## src/rtl/perceptron_operand_packer_if.sv

```systemverilog
// Bus bundle between the perceptron operand packer, its operand source,
// the combinational adder tree and the result consumer.
interface perceptron_operand_packer_if #(
  parameter int N_OPS = 12,
  parameter int OP_W  = 3,
  parameter int RES_W = 7
);
  // Both streams use valid/ready: a transfer happens on a rising clk edge
  // where valid and ready are both high; the offering side keeps data stable
  // while valid is high and ready is low.
  logic                   in_valid;
  logic                   in_ready;
  logic [OP_W-1:0]        in_data;
  logic                   in_last;
  logic [N_OPS*OP_W-1:0]  op;
  logic [RES_W-1:0]       res_in;
  logic                   out_valid;
  logic                   out_ready;
  logic [RES_W-1:0]       out_res;
  logic                   out_fire;
  logic [3:0]             count;
  logic                   err;
  logic [1:0]             state_dbg;

  // Environment side: operand source, adder tree and result consumer.
  modport master (
    output in_valid, in_data, in_last, res_in, out_ready,
    input  in_ready, op, out_valid, out_res, out_fire, count, err, state_dbg
  );

  // Packer side.
  modport slave (
    input  in_valid, in_data, in_last, res_in, out_ready,
    output in_ready, op, out_valid, out_res, out_fire, count, err, state_dbg
  );
endinterface

```

## src/rtl/perceptron_operand_packer.sv

```systemverilog
// Packs up to 12 streamed 3-bit operands onto the adder-tree bus and returns
// the tree's result. Define PERCEPTRON_PACKER_CHECK_EN for the sum checker.
module perceptron_operand_packer #(
  parameter int N_OPS = 12,
  parameter int OP_W  = 3,
  parameter int RES_W = 7
) (
  input  logic                          clk,
  input  logic                          reset,
  perceptron_operand_packer_if.slave    bus
);
  typedef enum logic [1:0] {
    FILL = 2'd0,
    EVAL = 2'd1,
    HOLD = 2'd2
  } state_t;

  state_t                state_q, state_d;
  logic [N_OPS*OP_W-1:0] op_q, op_d;
  logic [3:0]            count_q, count_d;
  logic                  out_valid_q, out_valid_d;
  logic [RES_W-1:0]      out_res_q, out_res_d;
  logic                  out_fire_q, out_fire_d;

`ifdef PERCEPTRON_PACKER_CHECK_EN
  logic [RES_W-1:0]      acc_q, acc_d;
  logic                  err_q, err_d;
`endif

  always_comb begin
    state_d     = state_q;
    op_d        = op_q;
    count_d     = count_q;
    out_valid_d = out_valid_q;
    out_res_d   = out_res_q;
    out_fire_d  = out_fire_q;
`ifdef PERCEPTRON_PACKER_CHECK_EN
    acc_d       = acc_q;
    err_d       = err_q;
`endif
    case (state_q)
      FILL: begin
        if (bus.in_valid) begin
          for (int k = 0; k < N_OPS; k++) begin
            if (count_q == 4'(k)) op_d[k*OP_W +: OP_W] = bus.in_data;
          end
          count_d = count_q + 4'd1;
`ifdef PERCEPTRON_PACKER_CHECK_EN
          acc_d = acc_q + RES_W'(bus.in_data);
`endif
          if (count_q == 4'(N_OPS-1) || bus.in_last) state_d = EVAL;
        end
      end
      EVAL: begin
        out_res_d   = bus.res_in;
        out_fire_d  = bus.res_in[RES_W-1];
        out_valid_d = 1'b1;
        state_d     = HOLD;
`ifdef PERCEPTRON_PACKER_CHECK_EN
        // Independent threshold from the accumulated operands, versus the tree.
        if (bus.res_in[RES_W-1] != (acc_q >= RES_W'(64))) err_d = 1'b1;
`endif
      end
      HOLD: begin
        if (bus.out_ready) begin
          out_valid_d = 1'b0;
          op_d        = '0;
          count_d     = 4'd0;
          state_d     = FILL;
`ifdef PERCEPTRON_PACKER_CHECK_EN
          acc_d       = '0;
`endif
        end
      end
      default: state_d = FILL;
    endcase
  end

  always_ff @(posedge clk) begin
    if (reset) begin
      state_q     <= FILL;
      op_q        <= '0;
      count_q     <= 4'd0;
      out_valid_q <= 1'b0;
      out_res_q   <= '0;
      out_fire_q  <= 1'b0;
`ifdef PERCEPTRON_PACKER_CHECK_EN
      acc_q       <= '0;
      err_q       <= 1'b0;
`endif
    end else begin
      state_q     <= state_d;
      op_q        <= op_d;
      count_q     <= count_d;
      out_valid_q <= out_valid_d;
      out_res_q   <= out_res_d;
      out_fire_q  <= out_fire_d;
`ifdef PERCEPTRON_PACKER_CHECK_EN
      acc_q       <= acc_d;
      err_q       <= err_d;
`endif
    end
  end

  // in_ready is decoded from state alone so it never combinationally
  // depends on in_valid or out_ready.
  assign bus.in_ready  = (state_q == FILL);
  assign bus.op        = op_q;
  assign bus.count     = count_q;
  assign bus.out_valid = out_valid_q;
  assign bus.out_res   = out_res_q;
  assign bus.out_fire  = out_fire_q;
  assign bus.state_dbg = state_q;
`ifdef PERCEPTRON_PACKER_CHECK_EN
  assign bus.err       = err_q;
`else
  assign bus.err       = 1'b0;
`endif
endmodule

```

## src/flat_wrapper.sv

```systemverilog
// flat-port wrapper written by rule: the top's interface ports become plain ports
module perceptron_operand_packer_flat 
#(
  parameter int N_OPS = 12,
  parameter int OP_W  = 3,
  parameter int RES_W = 7
)
  (clk, reset, bus_in_valid, bus_in_data, bus_in_last, bus_res_in, bus_out_ready, bus_in_ready, bus_op, bus_out_valid, bus_out_res, bus_out_fire, bus_count, bus_err, bus_state_dbg);
  perceptron_operand_packer_if #(.N_OPS(N_OPS), .OP_W(OP_W), .RES_W(RES_W)) bus_i ();
  input  logic clk;
  input  logic reset;
  input wire logic [$bits(bus_i.in_valid)-1:0] bus_in_valid;
  input wire logic [$bits(bus_i.in_data)-1:0] bus_in_data;
  input wire logic [$bits(bus_i.in_last)-1:0] bus_in_last;
  input wire logic [$bits(bus_i.res_in)-1:0] bus_res_in;
  input wire logic [$bits(bus_i.out_ready)-1:0] bus_out_ready;
  output wire logic [$bits(bus_i.in_ready)-1:0] bus_in_ready;
  output wire logic [$bits(bus_i.op)-1:0] bus_op;
  output wire logic [$bits(bus_i.out_valid)-1:0] bus_out_valid;
  output wire logic [$bits(bus_i.out_res)-1:0] bus_out_res;
  output wire logic [$bits(bus_i.out_fire)-1:0] bus_out_fire;
  output wire logic [$bits(bus_i.count)-1:0] bus_count;
  output wire logic [$bits(bus_i.err)-1:0] bus_err;
  output wire logic [$bits(bus_i.state_dbg)-1:0] bus_state_dbg;
  assign bus_i.in_valid = bus_in_valid;
  assign bus_i.in_data = bus_in_data;
  assign bus_i.in_last = bus_in_last;
  assign bus_i.res_in = bus_res_in;
  assign bus_i.out_ready = bus_out_ready;
  assign bus_in_ready = bus_i.in_ready;
  assign bus_op = bus_i.op;
  assign bus_out_valid = bus_i.out_valid;
  assign bus_out_res = bus_i.out_res;
  assign bus_out_fire = bus_i.out_fire;
  assign bus_count = bus_i.count;
  assign bus_err = bus_i.err;
  assign bus_state_dbg = bus_i.state_dbg;
  perceptron_operand_packer #(.N_OPS(N_OPS), .OP_W(OP_W), .RES_W(RES_W)) u_core (.clk(clk), .reset(reset), .bus(bus_i));
endmodule
```

## config.mk

```make
export PLATFORM = sky130hd
export DESIGN_NAME = perceptron_operand_packer_flat
export DESIGN_NICKNAME = d
export VERILOG_FILES = /design/src/rtl/perceptron_operand_packer_if.sv /design/src/rtl/perceptron_operand_packer.sv /design/src/flat_wrapper.sv
export SDC_FILE = /design/constraint.sdc
export NUM_CORES = 1
export LEC_CHECK = 0
export CAP_MARGIN = 20
export CORE_MARGIN = 2
export CORE_UTILIZATION = 45
export CTS_BUF_LIST = sky130_fd_sc_hd__clkbuf_4 sky130_fd_sc_hd__clkbuf_8
export CTS_CLUSTER_DIAMETER = 150
export DETAILED_ROUTE_END_ITERATION = 8
export DONT_BUFFER_PORTS = 1
export SYNTH_ARGS = -nofsm -noshare
export SYNTH_HDL_FRONTEND = slang
export SYNTH_SLANG_ARGS = --single-unit
```

## constraint.sdc

```tcl
create_clock -name clk -period 1.6 [get_ports clk]
set_input_delay 0.16 -clock clk [delete_from_list [all_inputs] [get_ports clk]]
set_output_delay 0.16 -clock clk [all_outputs]
set_load 0.05 [all_outputs]
```

==> impl_results.md, run 1 <==
- Run status: completed
- Synth Flop Type: dfxtp_1
- DIE WIDTH: 70.4 µm
- Pwr dens: 964 mW/mm²
- Most frequent cell after synthesis: dfxtp_1
- Wirelength per Cell: 16.2 µm
- Htree depth: 2
- Post-synth top area cell: dfxtp_1
- Final Hold Fails: 0
- TritonCTS clock tree: yes
- Clock-pin slew on the worst setup and hold paths: 0.09 ns
- Vias in the first global route: 1716
- Worst R2R Path Depth: 5
- Total power: 2.53 mW
- Post-layout utilization of the core: 0.611
- Reg area: 0.00101 mm²
- Initial antenna violation count: 0
- IO Count: 68
- Max Root-Sink Buffers: 2
- CTS Sinks: 50
- Worst setup EP type: output pin
- Number of remaining DRC errors: 0
- Die area: 0.00496 mm²
- Reg2Reg Launch Point: u_core.bus.count[0]$_SDFFE_PP0P_
- Commonest cells post-synth: 50 x dfxtp_1, 33 x a32o_1, 24 x nand2_1
- Via-to-Cell Ratio: 5.84
- Sequential share of power: 0.518
- Post-synth top area share: 0.504
- Syn nets: 206
- Hold depth: 2
- RSZ-0062 raised after global routing: no
- Post-DRT Antenna Nets: 0
- Synth Area per Inst: 10.6 µm²
- Max-cap violation count: 0
- Final Slew Violations: 0
- Max_slew headroom: 0.563
- Routed Wire Length: 4760 µm
- Tmin final: 1.49 ns
- CTS buffer count: 5
- Sw frac: 0.256
- Share of cells above drive strength 1: 0.303
- Gr usage total: 0.199
- Rows: 24
- Synthesized flop and latch total: 50
- Crit Path Class: reg2out
- Min-delay worst type: in2reg
- Internal power: 1.88 mW
- Fraction of registers with async set/reset: 0
- Largest net degree at the start of global routing: 31
- Clock skew: 0.00679 ns
- DR pass1 iterations: 4
- Measured slew at the worst slew-check pin: 0.653 ns
- Setup violators final: 0
- Starting density of the core: 0.462
- RePlAce Congestion: 0.772
- Comb power frac: 0.133
- Fillers: 353
- Synthesized cell area: 0.00198 mm²
- Iteration-0 DRC Markers: 95
- First-pass GRT wire length: 7980 µm
- Maximum vdd drop: 0.000800 V
- Synth-to-Final Area Change: 32.2%
- Clock root cell: clkbuf_8
- Post-synth EDFFs: 0
- Max Fclk: 671 MHz
- Die H: 70.4 µm
- Core Area: 0.00429 mm²
- Hpwl dp: 3370 µm
- Final worst-path cycle share: 0.932
- Layout Nets: 259
- GR Overflow Total: 0
- Top cells by area, synth: dfxtp_1 50%, a32o_1 17%, nand2_1 4.5%
- Clk pwr share: 0.350
- Multi-input logic area: 892 µm²
- CP startpoint kind: register
- Worst skew pair latency: 0.30 ns
- Unique masters post-synth: 33
- Leakage power: 1.07 nW
- Crit path launch: u_core.bus.state_dbg[1]$_SDFFE_PP0P_
- Hold_sp: reset
- Mapped Cells: 187
- Antenna Cells: 0
- Post-synthesis sequential area ratio: 0.504
- NetSw: 0.647 mW
- Critical Path Fanout Max: 6
- # port buffers: 0
- Critical path required time: 1.44 ns
- WP data arrival: 1.33 ns
- DR vias: 1712
- Yosys warning count: 0
## repair_timing
item	4_1_cts	5_1_grt
buffers inserted	0	0
hold buffers	9	0
endpoints found under the setup margin	30	3
endpoints found under the hold margin	11	0
gates resized for setup	1	1
## layout by cell type, fill, tap and decap left out, types with 3 or more instances in the layout
master	instances
a21oi_1	11
a22o_1	3
a32o_1	33
and2_1	3
and3b_1	8
buf_12	4
buf_4	49
clkbuf_8	5
dfxtp_1	45
dfxtp_2	5
dlygate4sd3_1	9
ha_1	4
nand2_1	24
nor2_1	5
nor3b_1	3
## power by group through the flow
stage	Sequential (mW)	Combinational (mW)	Clock [mW]
final	1.31	0.336	0.884
after global routing	1.31	0.362	0.964
after CTS	1.31	0.335	0.905
after detailed placement	1.34	0.312	0
after global placement	1.34	0.304	0
after floorplan	1.41	0.145	0
## stage by stage
stage | hold WS [ns] | std cells | TNS [ns] | instance area [µm²] | setup slack, ns
floorplan | 0.284 | 187 | 0 | 1990 | 0.00361
global placement | 0.229 | 276 | -1.26 | 2410 | -0.0511
detailed placement | 0.230 | 276 | -4.74 | 2410 | -0.176
CTS | 0.0125 | 293 | 0 | 2620 | 0.0866
global route | 0.0273 | 293 | 0 | 2620 | 0.00624
finish | 0.0216 | 293 | 0 | 2620 | 0.109
## metal layers
metal / up-vias / part of all wire / global-route usage
li1: 805 / - / -
met2: 45 / 0.50 / 0.353
met1: 856 / 0.42 / 0.227
met3: 6 / 0.060 / 0.0606
met4: 0 / 0.012 / 0.0598
met5: - / 0 / 0
## cell type report
cell class / instances / share of cell area
clock inverter: 2 / 0.0143
multi-input combinational: 119 / 0.340
sequential: 50 / 0.384
clock buffer: 6 / 0.0291
inverter: 2 / 0.00286
tap: 52 / 0.0248
timing repair buffer: 62 / 0.205
## critical path, cell delays in order (launching register included)
cell and delay, ns:
dfxtp_2 0.33, buf_4 0.16, buf_4 0.20, nor2_2 0.14, buf_4 0.21
## logic make-up after synthesis
logic type	Yosys count	share of synthesized area
AOI/OAI and AO/OA	55	0.236
adders and majority gates	4	0.0252
buffers and inverters	18	0.0536
and+or+nand+nor	58	0.173
muxes	1	0.00504
other	1	0.00189
DFF	50	0.504
## registers in the layout, summed over array words and instances, names as in the netlist
signal / count
u_core.bus.out_valid: 1
u_core.bus.count: 4
u_core.bus.op: 36
u_core.bus.out_res: 7
u_core.bus.state_dbg: 2
## path summary, 6_finish.rpt
kind                                               end  slack [ns]
setup / recovery                          bus_in_ready        0.11
hold / removal    u_core.bus.state_dbg[0]$_SDFFE_PP0P_        0.02
setup reg to reg        u_core.bus.op[20]$_SDFFE_PP0P_        0.11
hold reg to reg     u_core.bus.out_res[6]$_SDFFE_PP0P_        0.47
Note: power is estimated with default switching activity, not from simulation.
==> inputs of run 2 (changes only) <==
CORE_ASPECT_RATIO = 0.7   (was default)
PLACE_DENSITY = 0.57   (was default)
==> run 2 against run 1 <==
Sequential share of layout area grew 1.0 points; final area shrank 2.5%; power fell by 0.37%; worst hold slack worse by 0.013 ns; die area grew 0.17%; critical path depth rose by 1; combinational power is 5% lower; sequential cell count is the same; utilization decreased by 1.3 points; setup slack worse by 0.00068 ns; global-route usage up 0.10 points; largest power group unchanged.
==> impl_results.md, run 2 (synthesis results as in run 1) <==
- Total power: 2.52 mW (-0.37%)
- Post-DRT Antenna Nets: 0 (unchanged)
- Final worst-path cycle share: 0.932 (about the same)
- Max Root-Sink Buffers: 2 (unchanged)
- CP startpoint kind: register
- Htree depth: 2 (unchanged)
- Antenna Cells: 0 (unchanged)
- CTS buffer count: 5 (unchanged)
- Iteration-0 DRC Markers: 88 (-7.4%)
- Clock root cell: clkbuf_8
- Final Hold Fails: 0 (unchanged)
- Crit Path Class: reg2reg
- Clock skew: 0.00315 ns (-0.00364 ns)
- Rows: 20 (-17%)
- Worst skew pair latency: 0.30 ns (about the same)
- RSZ-0062 raised after global routing: no
- DR vias: 1677 (-2.0%)
- Max_slew headroom: 0.546 (-0.0174)
- Core Area: 0.00428 mm² (-0.35%)
- TritonCTS clock tree: yes
- Worst setup EP type: register
- Measured slew at the worst slew-check pin: 0.679 ns (+0.0260 ns)
- Pwr dens: 985 mW/mm² (+2.2%)
- Largest net degree at the start of global routing: 31 (unchanged)
- Fillers: 358 (+1.4%)
- Post-layout utilization of the core: 0.598 (-0.0134)
- Layout Nets: 256 (-1.2%)
- Tmin final: 1.49 ns (+0.000684 ns)
- Die H: 59.6 µm (-15%)
- Starting density of the core: 0.464 (+0.00162)
- Leakage power: 1.04 nW (-2.5%)
- Share of cells above drive strength 1: 0.303 (-0.000384)
- Wirelength per Cell: 17.3 µm (+6.8%)
- Initial antenna violation count: 0 (unchanged)
- Setup violators final: 0 (unchanged)
- Gr usage total: 0.200 (+0.00103)
- CTS Sinks: 50 (unchanged)
- Max-cap violation count: 0 (unchanged)
- DR pass1 iterations: 4 (unchanged)
- GR Overflow Total: 0 (unchanged)
- # port buffers: 0 (unchanged)
- Critical path required time: 1.79 ns (+0.35 ns)
- Vias in the first global route: 1540 (-10%)
- Number of flip-flops in the largest register: 36 (unchanged)
- Maximum vdd drop: 0.000706 V (-12%)
- Routed Wire Length: 5080 µm (+6.8%)
- Die area: 0.00497 mm² (+0.17%)
- RePlAce Congestion: 0.788 (+2.1%)
- Cell area after layout: 0.00256 mm² (-2.5%)
- Synth-to-Final Area Change: 28.9%
- Hpwl dp: 3540 µm (+4.9%)
- Post-placement cell area: 0.00234 mm² (-2.9%)
- First-pass GRT wire length: 7680 µm (-3.7%)
- Clock-pin slew on the worst setup and hold paths: 0.09 ns (about the same)
- DIE WIDTH: 83.4 µm (+18%)
- Number of remaining DRC errors: 0 (unchanged)
- IO Count: 68 (unchanged)
- Min-delay worst type: in2reg
- Run status: completed
- WP data arrival: 1.69 ns (+0.36 ns)
- Via-to-Cell Ratio: 5.72 (-2.0%)
- Commonest non-fill, non-tap cell in the layout: buf_4
- Max Fclk: 670 MHz (about the same)
- Most frequent cells in the layout: 51 x buf_4, 45 x dfxtp_1, 33 x a32o_1
- Final Slew Violations: 0 (unchanged)
- Critical Path Fanout Max: 12 (+6)
-- run 2: cell types whose count changed in the layout (fill, tap and decap cells not counted) --
cell           previous run  this run
dlygate4sd3_1             9         8
buf_4                    49        51
a211oi_2                  0         1
buf_12                    4         0
a211oi_1                  2         1
-- run 2: report_power, final --
part	switching, mW	internal, mW
clock network	0.409	0.484
registers	0.0394	1.27
logic	0.207	0.111
-- run 2: final cells by class --
cell class | count | area, µm² | share of cell area
Clock inverter | 2 | 37.5 | 0.0147
Inverter | 2 | 7.51 | 0.00294
Multi-Input combinational cell | 119 | 897 | 0.351
Timing Repair Buffer | 59 | 463 | 0.181
Clock buffer | 6 | 76.3 | 0.0298
Sequential cell | 50 | 1010 | 0.394
Tap cell | 55 | 68.8 | 0.0269
-- run 2: critical path, cell delays in order (launching register included) --
cell	delay, ns
dfxtp_1	0.32
buf_4	0.22
nor3b_4	0.21
buf_4	0.24
nand2_1	0.12
a32o_1	0.28
-- run 2: worst paths after layout --
| kind | startpoint | end | slack (ns) | depth (start not counted) |
|---|---|---|---|---|
| worst max-delay path | u_core.bus.state_dbg[0]$_SDFFE_PP0P_ | u_core.bus.op[13]$_SDFFE_PP0P_ | 0.11 | 5 |
| worst min register to register | u_core.bus.out_res[6]$_SDFFE_PP0P_ | u_core.bus.out_res[6]$_SDFFE_PP0P_ | 0.49 | 2 |
| worst max register to register | u_core.bus.state_dbg[0]$_SDFFE_PP0P_ | u_core.bus.op[13]$_SDFFE_PP0P_ | 0.11 | 5 |
| worst min-delay path | bus_res_in[3] | u_core.bus.out_res[3]$_SDFFE_PP0P_ | 0.009 | 2 |
-- run 2: what timing repair did --
item | in CTS | in global routing
hold buffers | 7 | 1
pin swaps | 0 | 1
buffers inserted | 0 | 1
endpoints found under the setup margin | 30 | 23
resized for setup | 1 | 2
endpoints found under the hold margin | 11 | 1
-- run 2: metal layers --
metal	GRT usage	up-vias	routed length, µm
li1	-	805	-
met1	0.252	817	2340
met5	0	-	0
met2	0.333	53	2370
met3	0.0724	2	357
met4	0.0492	0	14
-- run 2: metrics by stage --
| step | hold slack [ns] | instances | setup TNS, ns | setup slack [ns] |
|---|---|---|---|---|
| 2_1_floorplan | 0.284 | 187 | 0 | 0.00361 |
| 3_3_place_gp | 0.225 | 276 | -1.26 | -0.0484 |
| 3_5_place_dp | 0.228 | 276 | -4.75 | -0.177 |
| 4_1_cts | 0.00245 | 291 | 0 | 0.0322 |
| 5_1_grt | 0.0233 | 293 | 0 | 0.00589 |
| 6_report | 0.00899 | 293 | 0 | 0.108 |
